File: config.mk
export PLATFORM = sky130hd
export DESIGN_NAME = recortador_multicanal
export DESIGN_NICKNAME = d
export VERILOG_FILES = /design/src/rtl/recortador_pkg.sv /design/src/rtl/recortador_canal.sv /design/src/rtl/recortador_multicanal.sv
export SDC_FILE = /design/constraint.sdc
export NUM_CORES = 1
export LEC_CHECK = 0
export CORE_ASPECT_RATIO = 0.8
export CORE_UTILIZATION = 30
export DETAILED_ROUTE_END_ITERATION = 12
export PLACE_DENSITY = 0.56
export SETUP_SLACK_MARGIN = 0.02
export SYNTH_ARGS = -nofsm -noshare
export SYNTH_HDL_FRONTEND = slang
export SYNTH_SLANG_ARGS = --single-unit
File: constraint.sdc
create_clock -name Clock -period 5 [get_ports Clock]
set_input_delay 0.5 -clock Clock [delete_from_list [all_inputs] [get_ports Clock]]
set_output_delay 0.5 -clock Clock [all_outputs]
set_load 0.05 [all_outputs]
File: src/rtl/recortador_pkg.sv
// Shared types and helpers for the multi-channel pad press detector.
package recortador_pkg;

  typedef enum logic [1:0] {
    IDLE        = 2'd0,
    PRESS_CHK   = 2'd1,
    HELD        = 2'd2,
    RELEASE_CHK = 2'd3
  } estado_t;

  localparam int DEBOUNCE_MIN = 1;

  function automatic int ancho_cnt(input int ciclos);
    return $clog2(ciclos + 1);
  endfunction

endpackage

File: src/rtl/recortador_canal.sv
// One pad channel: synchroniser, debounce FSM and counter, press pulse.
// Optional release pulse on Suelta when RECORTADOR_SUELTA_EN is defined.
module recortador_canal
  import recortador_pkg::*;
#(
  parameter int DEBOUNCE_CYCLES = 8,
  parameter int SYNC_STAGES     = 2
) (
  input  logic Clock,
  input  logic Reset_n,
  input  logic Respuesta,
  input  logic Habilitar,
  output logic PulsoSig,
  output logic RespuestaAclok,
  output logic Sostenida,
  output logic Suelta
);

  localparam int DEB = (DEBOUNCE_CYCLES < DEBOUNCE_MIN) ? DEBOUNCE_MIN : DEBOUNCE_CYCLES;
  localparam int CW  = ancho_cnt(DEB);
  localparam logic [CW-1:0] CNT_FIN = CW'(DEB);
  localparam logic [CW-1:0] CNT_UNO = CW'(1);

  logic [SYNC_STAGES-1:0] sync_q;
  logic                   s;
  estado_t                estado_q, estado_d;
  logic [CW-1:0]          cnt_q, cnt_d;
  logic                   pulso_d;
  logic                   pulso_q;

  always_ff @(posedge Clock or negedge Reset_n) begin
    if (!Reset_n) sync_q <= '0;
    else          sync_q <= {sync_q[SYNC_STAGES-2:0], Respuesta};
  end

  assign s = sync_q[SYNC_STAGES-1];

`ifdef RECORTADOR_SUELTA_EN
  logic suelta_d;
  logic suelta_q;
`endif

  always_comb begin
    estado_d = estado_q;
    cnt_d    = cnt_q;
    pulso_d  = 1'b0;
`ifdef RECORTADOR_SUELTA_EN
    suelta_d = 1'b0;
`endif
    // Disable wins over any transition the FSM would otherwise take
    if (!Habilitar) begin
      estado_d = IDLE;
      cnt_d    = '0;
    end else begin
      case (estado_q)
        IDLE: begin
          if (s) begin
            estado_d = PRESS_CHK;
            cnt_d    = CNT_UNO;
          end
        end
        PRESS_CHK: begin
          if (!s) begin
            estado_d = IDLE;
            cnt_d    = '0;
          end else if (cnt_q == CNT_FIN) begin
            estado_d = HELD;
            cnt_d    = '0;
            pulso_d  = 1'b1;
          end else begin
            cnt_d = cnt_q + CNT_UNO;
          end
        end
        HELD: begin
          if (!s) begin
            estado_d = RELEASE_CHK;
            cnt_d    = CNT_UNO;
          end
        end
        RELEASE_CHK: begin
          if (s) begin
            estado_d = HELD;
            cnt_d    = '0;
          end else if (cnt_q == CNT_FIN) begin
            estado_d = IDLE;
            cnt_d    = '0;
`ifdef RECORTADOR_SUELTA_EN
            suelta_d = 1'b1;
`endif
          end else begin
            cnt_d = cnt_q + CNT_UNO;
          end
        end
        default: begin
          estado_d = IDLE;
          cnt_d    = '0;
        end
      endcase
    end
  end

  always_ff @(posedge Clock or negedge Reset_n) begin
    if (!Reset_n) begin
      estado_q <= IDLE;
      cnt_q    <= '0;
      pulso_q  <= 1'b0;
    end else begin
      estado_q <= estado_d;
      cnt_q    <= cnt_d;
      pulso_q  <= pulso_d;
    end
  end

`ifdef RECORTADOR_SUELTA_EN
  always_ff @(posedge Clock or negedge Reset_n) begin
    if (!Reset_n) suelta_q <= 1'b0;
    else          suelta_q <= suelta_d;
  end
  assign Suelta = suelta_q;
`else
  assign Suelta = 1'b0;
`endif

  assign PulsoSig       = pulso_d;
  assign RespuestaAclok = pulso_q;
  assign Sostenida      = (estado_q == HELD) || (estado_q == RELEASE_CHK);

endmodule

File: src/rtl/recortador_multicanal.sv
// Multi-channel debounced press detector for drum pads and buttons.
// Release pulses on Suelta are generated only when RECORTADOR_SUELTA_EN is defined.
module recortador_multicanal
  import recortador_pkg::*;
#(
  parameter int CANALES         = 4,
  parameter int DEBOUNCE_CYCLES = 8,
  parameter int SYNC_STAGES     = 2
) (
  input  logic               Clock,
  input  logic               Reset_n,
  input  logic [CANALES-1:0] Respuesta,
  input  logic [CANALES-1:0] Habilitar,
  output logic [CANALES-1:0] RespuestaAclok,
  output logic [CANALES-1:0] Sostenida,
  output logic               AlgunaRespuesta,
  output logic [CANALES-1:0] Suelta
);

  logic [CANALES-1:0] pulso_sig;

  for (genvar i = 0; i < CANALES; i++) begin : g_canal
    recortador_canal #(
      .DEBOUNCE_CYCLES(DEBOUNCE_CYCLES),
      .SYNC_STAGES    (SYNC_STAGES)
    ) u_canal (
      .Clock         (Clock),
      .Reset_n       (Reset_n),
      .Respuesta     (Respuesta[i]),
      .Habilitar     (Habilitar[i]),
      .PulsoSig      (pulso_sig[i]),
      .RespuestaAclok(RespuestaAclok[i]),
      .Sostenida     (Sostenida[i]),
      .Suelta        (Suelta[i])
    );
  end

  // Built from the next-cycle pulses so it lines up with RespuestaAclok
  always_ff @(posedge Clock or negedge Reset_n) begin
    if (!Reset_n) AlgunaRespuesta <= 1'b0;
    else          AlgunaRespuesta <= |pulso_sig;
  end

endmodule

# Yosys cells after proc, flatten, opt, wreduce, memory -nomap -nowiden
# Index checks and enable logic that the tools add are counted.
[totals]
reg_bits = 37
input_bits = 10
output_inout_bits = 13
elab_cells = 146
[classes]
add_sub_neg = 4
n_eq_ne = 32
n_mux = 76
reduce_logical = 17
[ops]
columns = ["op", "n"]
rows = [
  ["4-bit two-way mux", 24],
  ["4-bit one-hot mux with 4 select lines", 4],
  ["2-bit two-way mux", 28],
  ["2-bit one-hot mux with 4 select lines", 4],
  ["4-bit by 1-bit adder with 4-bit output, second input constant", 4],
  ["2-bit equality test, second input constant", 8],
  ["4-bit equality test, second input constant", 4],
  ["1-bit two-way mux", 16],
  ["4-bit by 2-bit inequality test with 1-bit output, second input constant", 4],
  ["4-bit inequality test, second input constant", 4],
  ["4-bit AND reduction", 4],
  ["3-bit by 2-bit inequality test with 1-bit output, second input constant", 4],
  ["3-bit inequality test, second input constant", 4],
  ["2-bit by 1-bit equality test with 1-bit output, second input constant", 4],
  ["2-bit zero test", 4],
  ["2-bit AND reduction", 4],
  ["1-bit logical OR", 4],
  ["4-bit OR reduction", 1],
]

# Depth between registers and ports, before layout
[depth]
word_depth = 6
ltp_mapped = 6
depth_no_buf = 6

# Hierarchy
# Synthesis repeated with hierarchy kept, for this count alone.
[hier_totals]
hier_cells = 158
area_unflattened_um2 = 1799.2
[modules_own_cells]
columns = ["module", "n_inst", "cells_per_inst", "area_each_um2", "seq_area_each_um2"]
rows = [
  ["recortador_canal", 4, 39, 441.7, 225.2],
  ["recortador_multicanal", 1, 2, 32.5, 25.0],
]

# Worst setup path after synthesis
# No wires, ideal clock.
[synth_path]
kind = "register to register"
startpoint = "register g_canal[2].u_canal.cnt_q[0]"
endpoint = "register AlgunaRespuesta"
setup_time_ns = 0.139
arrival_time_ns = 1.445
required_time_ns = 4.861
slack_ns = 3.416
stages_incl_launch_ff = 7
synth_period_minus_slack_ns = 1.584
cell_sequence = "dfrtp_1 > inv_1 > ha_1 > and3b_1 > nand2_2 > nor3_2 > or4_1"
[synth_via]
elab_chain_cells = 6
[synth_lines]
columns = ["element", "line", "source"]
rows = [
  ["start, declared", "recortador_canal.sv:27", "logic [CW-1:0] cnt_q, cnt_d;"],
  ["start signal, assigned", "recortador_canal.sv:109", "cnt_q <= cnt_d;"],
  ["4-bit equality test", "recortador_canal.sv:66", "end else if (cnt_q == CNT_FIN) begin"],
  ["1-bit two-way mux", "recortador_canal.sv:66", ""],
  ["1-bit two-way mux", "recortador_canal.sv:63", "if (!s) begin"],
  ["1-bit two-way mux", "recortador_canal.sv:55", "case (estado_q)"],
  ["1-bit two-way mux", "recortador_canal.sv:51", "if (!Habilitar) begin"],
  ["named net g_canal[2].u_canal.PulsoSig", "recortador_canal.sv:13", "output logic PulsoSig,"],
  ["4-bit OR reduction", "recortador_multicanal.sv:41", "else AlgunaRespuesta <= |pulso_sig;"],
  ["end signal, assigned", "recortador_multicanal.sv:41", ""],
  ["end, declared", "recortador_multicanal.sv:16", "output logic AlgunaRespuesta,"],
]
# The timed path passes the listed nets, and every way through them passes these cells.
# A chain may end at the register's enable or synchronous reset.

# Worst setup path after layout
[layout_path]
startpoint = "register g_canal[2].u_canal.estado_q[1]"
endpoint = "output port Sostenida[2]"
[layout_via]
elab_chain_cells = 2
word_cells_on_any_way = 3
classes_between = "eq/ne: 2; reduce/logical: 1"
[layout_lines]
columns = ["element", "line", "source"]
rows = [
  ["start, declared", "recortador_canal.sv:26", "estado_t estado_q, estado_d;"],
  ["start signal, assigned", "recortador_canal.sv:108", "estado_q <= estado_d;"],
  ["2-bit equality test", "recortador_canal.sv:126", "assign Sostenida = (estado_q == HELD) || (estado_q == RELEASE_CHK);"],
  ["1-bit logical OR *", "recortador_canal.sv:126", ""],
  ["end, declared", "recortador_multicanal.sv:15", "output logic [CANALES-1:0] Sostenida,"],
]
# Mark *: on every way between the ends. The rest lies on a longest branch, timed or not.

==> metrics.csv <==
metric,value,unit
run_status,"finished, final reports clean",
synth_area_per_cell,10.5,um^2
synth-edff-count,0,
measured_slew_at_the_worst_slew_check_pin,0.789,ns
p_leak,0.931,nW
report.power.total,0.000571,W
dieWidth,90.2,um
drive_above_1_share,8.51,%
tritoncts.num_buffers,5,
ys_async_sr_fraction,100,%
yosysSeqAreaShare,49.6,%
reg2regPathDepth,6,
num-nets-final,206,
synth_top_cells_by_count,"sky130_fd_sc_hd__dfrtp_1 (37), sky130_fd_sc_hd__nand2_1 (17), sky130_fd_sc_hd__buf_4 (12), sky130_fd_sc_hd__inv_1 (10), sky130_fd_sc_hd__ha_1 (8)",
remaining_drc_errors,0,
yosys.area.top_type,sky130_fd_sc_hd__dfrtp_1,
synthToLayoutAreaGrowth,13.8,%
antenna-diode-count,0,
core_region_area,0.00594,mm^2
finish.cell_count_without_fillers,269,
launching_element_type_of_the_critical_path,register,
min_period_over_period,41.2,%
clkSinkCount,37,
die_area,0.00654,mm^2
slew_headroom,47.4,%
cp_num_cells,1,
netlist_area,0.00187,mm^2
multiInputGateArea,793,um^2
holdCritPathClass,input pin to asynchronous set/reset pin,
critical_path.endpoint_type,primary output,
grt_first_pass_wirelength,5310,um
cts.reportedPaths.clkPinSlew,0.07,ns
hold_viol_final,0,
grt.met2_usage,15.0,%
ys_warn_count,0,
number_of_setup_violations_in_the_final_report,0,
min_period,2.06,ns
power_per_cell_area,269,mW/mm^2
postSynthRegisterBits,37,
initial_utilization,31.4,%
clk_root_buffer_cell,sky130_fd_sc_hd__clkbuf_8,
maximum_buffer_depth_of_the_clock_tree,2,
gr-usage-met3,3.04,%
critical-path-top-delay-family,buffers and inverters,
grtUsageTotal,10.4,%
ctsHtreeMaxLevel,2,
vias,1189,
rsz0062_at_grt,false,
place_inst,262,
timing.critical_path.buf_inv,1,
wl,2910,um
place_congestion,0.734,
timing_worst_setup_path_type,register to primary output,
ir_worst_vdd,0.192,mV
first_global_vias,1129,
whs,0.293,ns
drt_pre_antenna_iters,4,
critPathArrivalTime,1.56,ns
final_max_slew_viol_count,0,
fin_worst_skew,0.00395,ns
post_cts_hold_buffer_count,0,
utilization,35.7,%
post-synth-top-area-fraction,49.6,%
synth_cell_types,40,
required_time_of_the_critical_path,4.50,ns
critPathMaxFanout,4,
drt_iter0_drc,75,
ant_nets,0,
critical-path-slowest-cell,sky130_fd_sc_hd__clkdlybuf4s50_1,
grt.overflow.total,0,
antenna_violations_before_repair,0,
cpPeakStageDelay,0.84,ns
drv_cap,0,
fillCellCount,617,
io_pins,23,
post-synth-top-count-cell,sky130_fd_sc_hd__dfrtp_1,
tritoncts,yes,
fin_tns_setup,0,ns
groute.layer.met1.usage,14.7,%
synthCells,178,
max_freq,485,MHz
grt_busiest_layer,met2,
post_cts.resized_instances,0,
clkLatencyLatePin,0.28,ns
grt_start_max_net_pins,38,
synthTopCellsByArea,"sky130_fd_sc_hd__dfrtp_1 (50%), sky130_fd_sc_hd__ha_1 (5.4%), sky130_fd_sc_hd__buf_4 (4.8%)",
die_height,72.5,um
ys.flop_type,sky130_fd_sc_hd__dfrtp_1,
storage_cell_area,926,um^2
post_drt_via_cell_ratio,4.42,
numPortBuffers,18,
post_cts_setup_buffers,0,
hpwl,2110,um
site_rows,25,
cp_cell_sequence,clkdlybuf4s50_1,
route.detailed.wl_per_inst,10.8,um
## layout make-up
| class | count | area share [%] |
|---|---|---|
| Sequential cell | 37 | 43.6 |
| Multi-Input combinational cell | 116 | 37.4 |
| Inverter | 10 | 1.77 |
| Timing Repair Buffer | 18 | 8.25 |
| Clock inverter | 1 | 0.354 |
| Clock buffer | 6 | 3.89 |
| Tap cell | 81 | 4.77 |
## per-stage QoR
step	area (um^2)	worst slack, ns
3_3_place_gp	2030	3.19
5_1_grt	2120	2.88
4_1_cts	2120	2.92
2_1_floorplan	1880	3.42
6_report	2120	2.94
3_5_place_dp	2030	3.17
## routing by layer
metal	routed length [um]	vias up
li1	-	609
met1	1520	557
met2	1250	19
met3	108	4
met4	34	0
met5	0	-
## placed cells by master (no fill, tap or decap), types with 3 or more instances in the layout
master                            instances
sky130_fd_sc_hd__a31oi_1                  6
sky130_fd_sc_hd__inv_1                   10
sky130_fd_sc_hd__nor2_1                   5
sky130_fd_sc_hd__o211a_1                  3
sky130_fd_sc_hd__a22oi_1                  4
sky130_fd_sc_hd__nor2b_1                  7
sky130_fd_sc_hd__nor3b_1                  3
sky130_fd_sc_hd__and3_1                   3
sky130_fd_sc_hd__nand4b_1                 3
sky130_fd_sc_hd__xnor2_1                  3
sky130_fd_sc_hd__xor2_1                   5
sky130_fd_sc_hd__conb_1                   4
sky130_fd_sc_hd__clkdlybuf4s50_1         17
sky130_fd_sc_hd__clkbuf_8                 6
sky130_fd_sc_hd__nand2_1                 17
sky130_fd_sc_hd__o21ai_0                  6
sky130_fd_sc_hd__nand3b_1                 3
sky130_fd_sc_hd__dfrtp_1                 37
sky130_fd_sc_hd__and3b_1                  3
sky130_fd_sc_hd__nor3_1                   4
sky130_fd_sc_hd__nand3_1                  7
sky130_fd_sc_hd__ha_1                     8
## kinds of logic (layout without fill, tap and decap cells)
logic type	count (synthesis)	in the layout	synth area share, %
other cells	1	4	0.201
xor+xnor	9	9	4.63
simple gates	67	67	20.9
compound gates	26	26	9.72
flops	37	37	49.6
buf+inv	28	35	8.45
fa+ha+maj	8	8	5.37
mux	2	2	1.07
## where the power goes
group          internal, W  total [W]  switching (W)  leakage, nW
clock             0.000109   0.000213       0.000104       0.0433
combinational    0.0000157  0.0000416      0.0000258        0.399
sequential        0.000307   0.000316     0.00000876        0.489
total             0.000432   0.000571       0.000139        0.931
## flip-flops by register name, indices dropped and copies added (netlist names)
signal,flops
g_canal.u_canal.cnt_q,16
g_canal.u_canal.sync_q,8
g_canal.u_canal.RespuestaAclok,4
g_canal.u_canal.estado_q,8
AlgunaRespuesta,1
## worst paths after layout
path                                                            startpoint                                       to  slack (ns)
worst max-delay path            g_canal[2].u_canal.estado_q[1]$_DFFE_PN0P_                             Sostenida[2]        2.94
max in group asynchronous                                          Reset_n   g_canal[2].u_canal.sync_q[0]$_DFF_PN0_        4.20
worst min-delay path                                               Reset_n  g_canal[0].u_canal.cnt_q[0]$_DFFE_PN0P_        0.29
worst max register to register     g_canal[2].u_canal.cnt_q[0]$_DFFE_PN0P_                AlgunaRespuesta$_DFF_PN0_        3.29
min in group Clock                  g_canal[2].u_canal.sync_q[0]$_DFF_PN0_   g_canal[2].u_canal.sync_q[1]$_DFF_PN0_        0.35
worst min register to register      g_canal[2].u_canal.sync_q[0]$_DFF_PN0_   g_canal[2].u_canal.sync_q[1]$_DFF_PN0_        0.35
## worst register-to-register path, cell delays in order (launching register included)
cell	delay, ns
sky130_fd_sc_hd__dfrtp_1	0.41
sky130_fd_sc_hd__inv_1	0.06
sky130_fd_sc_hd__ha_1	0.22
sky130_fd_sc_hd__and3b_1	0.23
sky130_fd_sc_hd__nand2_2	0.10
sky130_fd_sc_hd__nor3_2	0.06
sky130_fd_sc_hd__or4_1	0.51
Note: power is estimated with default switching activity, not from simulation.
==> RTL edit, RTL diff (same settings) <==
Add a define of `RECORTADOR_SUELTA_EN`.
--- a/src/rtl/recortador_canal.sv
+++ b/src/rtl/recortador_canal.sv
@@ -1,5 +1,7 @@
 // One pad channel: synchroniser, debounce FSM and counter, press pulse.
 // Optional release pulse on Suelta when RECORTADOR_SUELTA_EN is defined.
+`define RECORTADOR_SUELTA_EN
+
 module recortador_canal
   import recortador_pkg::*;
 #(
Behaviour: no difference found for any inputs over 10 cycles, from zero or initial values and one cycle with Reset_n low; that may be too few to reach the edited logic, so the function may still have changed.
==> RTL edit against the original RTL <==
- final area is 11% higher
- power is 11% higher
- synthesized cell count is 4.5% higher
- register-to-register slack better by 0.14 ns
- worst setup slack worse by 0.033 ns
- wire length is 18% higher
- sequential cell count is 4 higher
- clock power is 15% higher
- clock skew is 0.0092 ns higher
- area after synthesis is 11% higher
- hold slack better by 0.024 ns
- critical path type unchanged
==> RTL edit: results (changes against the original RTL) <==
global_routing:
  first_global_vias: 1221  # +8.1%
  met2_usage: 0.140  # -0.00984
  met1_usage: 0.161  # +0.0144
  grt_first_pass_wirelength_mm: 5.93  # +12%
  grt_max_degree: 42  # +11%
  grt_usage: 0.107  # +0.00303
  grt_util_met3: 0.0339  # +0.00353
yosys:
  synthAdderAreaFrac: 0.0485  # -0.00520
  synthMuxAreaShare: 0.0248  # +0.0141
  synth_compound_area_frac: 0.0787  # -0.0185
  synth_xor_area_frac: 0.0412  # -0.00509
  yosysSeqAreaShare: 0.497  # about the same
  synth_top_cells_by_count: "dfrtp_1, buf_4, nand2_1, nand3b_1"
  synth.distinct_cells: 43  # +7.5%
  synthTopCellsByArea: "dfrtp_1, ha_1, buf_4, nand3b_1, xor2_1"
place:
  hpwl_mm: 2.34  # +11%
  io_buffers: 22  # +4
  globalplace.congestion: 0.707  # -3.6%
cells_and_area:
  fin_nets: 213  # +3.4%
  fillers: 642  # +4.1%
status:
  outcome: "complete, no violations"
pwr:
  vdd_ir_drop_max_v: 0.000136  # -29%
  p_leak_uw: 0.00106  # +14%
  p_sw_frac: 0.237  # -0.00619
route:
  met3_length_um: 178  # +65%
  drt_iter0_drc: 42  # -44%
  routed_wl_mm: 3.42  # +18%
  wl_met2_mm: 1.45  # +17%
  vias: 1326  # +12%
  wirelength_met1_mm: 1.76  # +16%
sta:
  maxSlewHeadroom: 0.410  # -0.0642
  fin_worst_skew_ns: 0.0132  # +0.00924 ns
RTL edit: worst paths after layout:
| kind | from | to | slack, ns | depth (start not counted) |
|---|---|---|---|---|
| setup / recovery | g_canal[3].u_canal.estado_q[1] | Sostenida[3] | 2.91 | 1 |
| hold / removal | Reset_n | g_canal[0].u_canal.cnt_q[0] | 0.32 | 1 |
| setup reg to reg | g_canal[0].u_canal.cnt_q[0] | AlgunaRespuesta | 3.43 | 5 |
| hold reg to reg | g_canal[3].u_canal.sync_q[0] | g_canal[3].u_canal.sync_q[1] | 0.35 | 0 |
| max in group asynchronous | Reset_n | g_canal[3].u_canal.estado_q[1] | 4.11 | 1 |
| min in group Clock | g_canal[3].u_canal.sync_q[0] | g_canal[3].u_canal.sync_q[1] | 0.35 | 0 |
RTL edit: power groups by stage:
stage | registers, uW | clock network [uW] | logic, uW
2_1_floorplan | 352 | 0 | 23.1
3_3_place_gp | 356 | 0 | 38.9
3_5_place_dp | 356 | 0 | 39.5
4_1_cts | 349 | 255 | 39.7
5_1_grt | 351 | 270 | 44.9
6_report | 349 | 245 | 38.5
RTL edit: final cells by class:
class | count | share of cell area
Timing Repair Buffer | 22 | 0.0911
Inverter | 8 | 0.0127
Multi-Input combinational cell | 117 | 0.373
Tap cell | 84 | 0.0445
Clock inverter | 1 | 0.00371
Clock buffer | 7 | 0.0408
Sequential cell | 41 | 0.434
RTL edit: stage by stage:
stage	setup slack, ns	hold slack (ns)	area, um2	std cells	power (uW)
3_3_place_gp	3.09	0.332	2260	272	395
2_1_floorplan	3.55	0.204	2070	186	375
3_5_place_dp	3.09	0.336	2260	272	396
5_1_grt	2.84	0.364	2360	280	666
4_1_cts	2.90	0.355	2360	280	644
6_report	2.91	0.317	2360	280	633
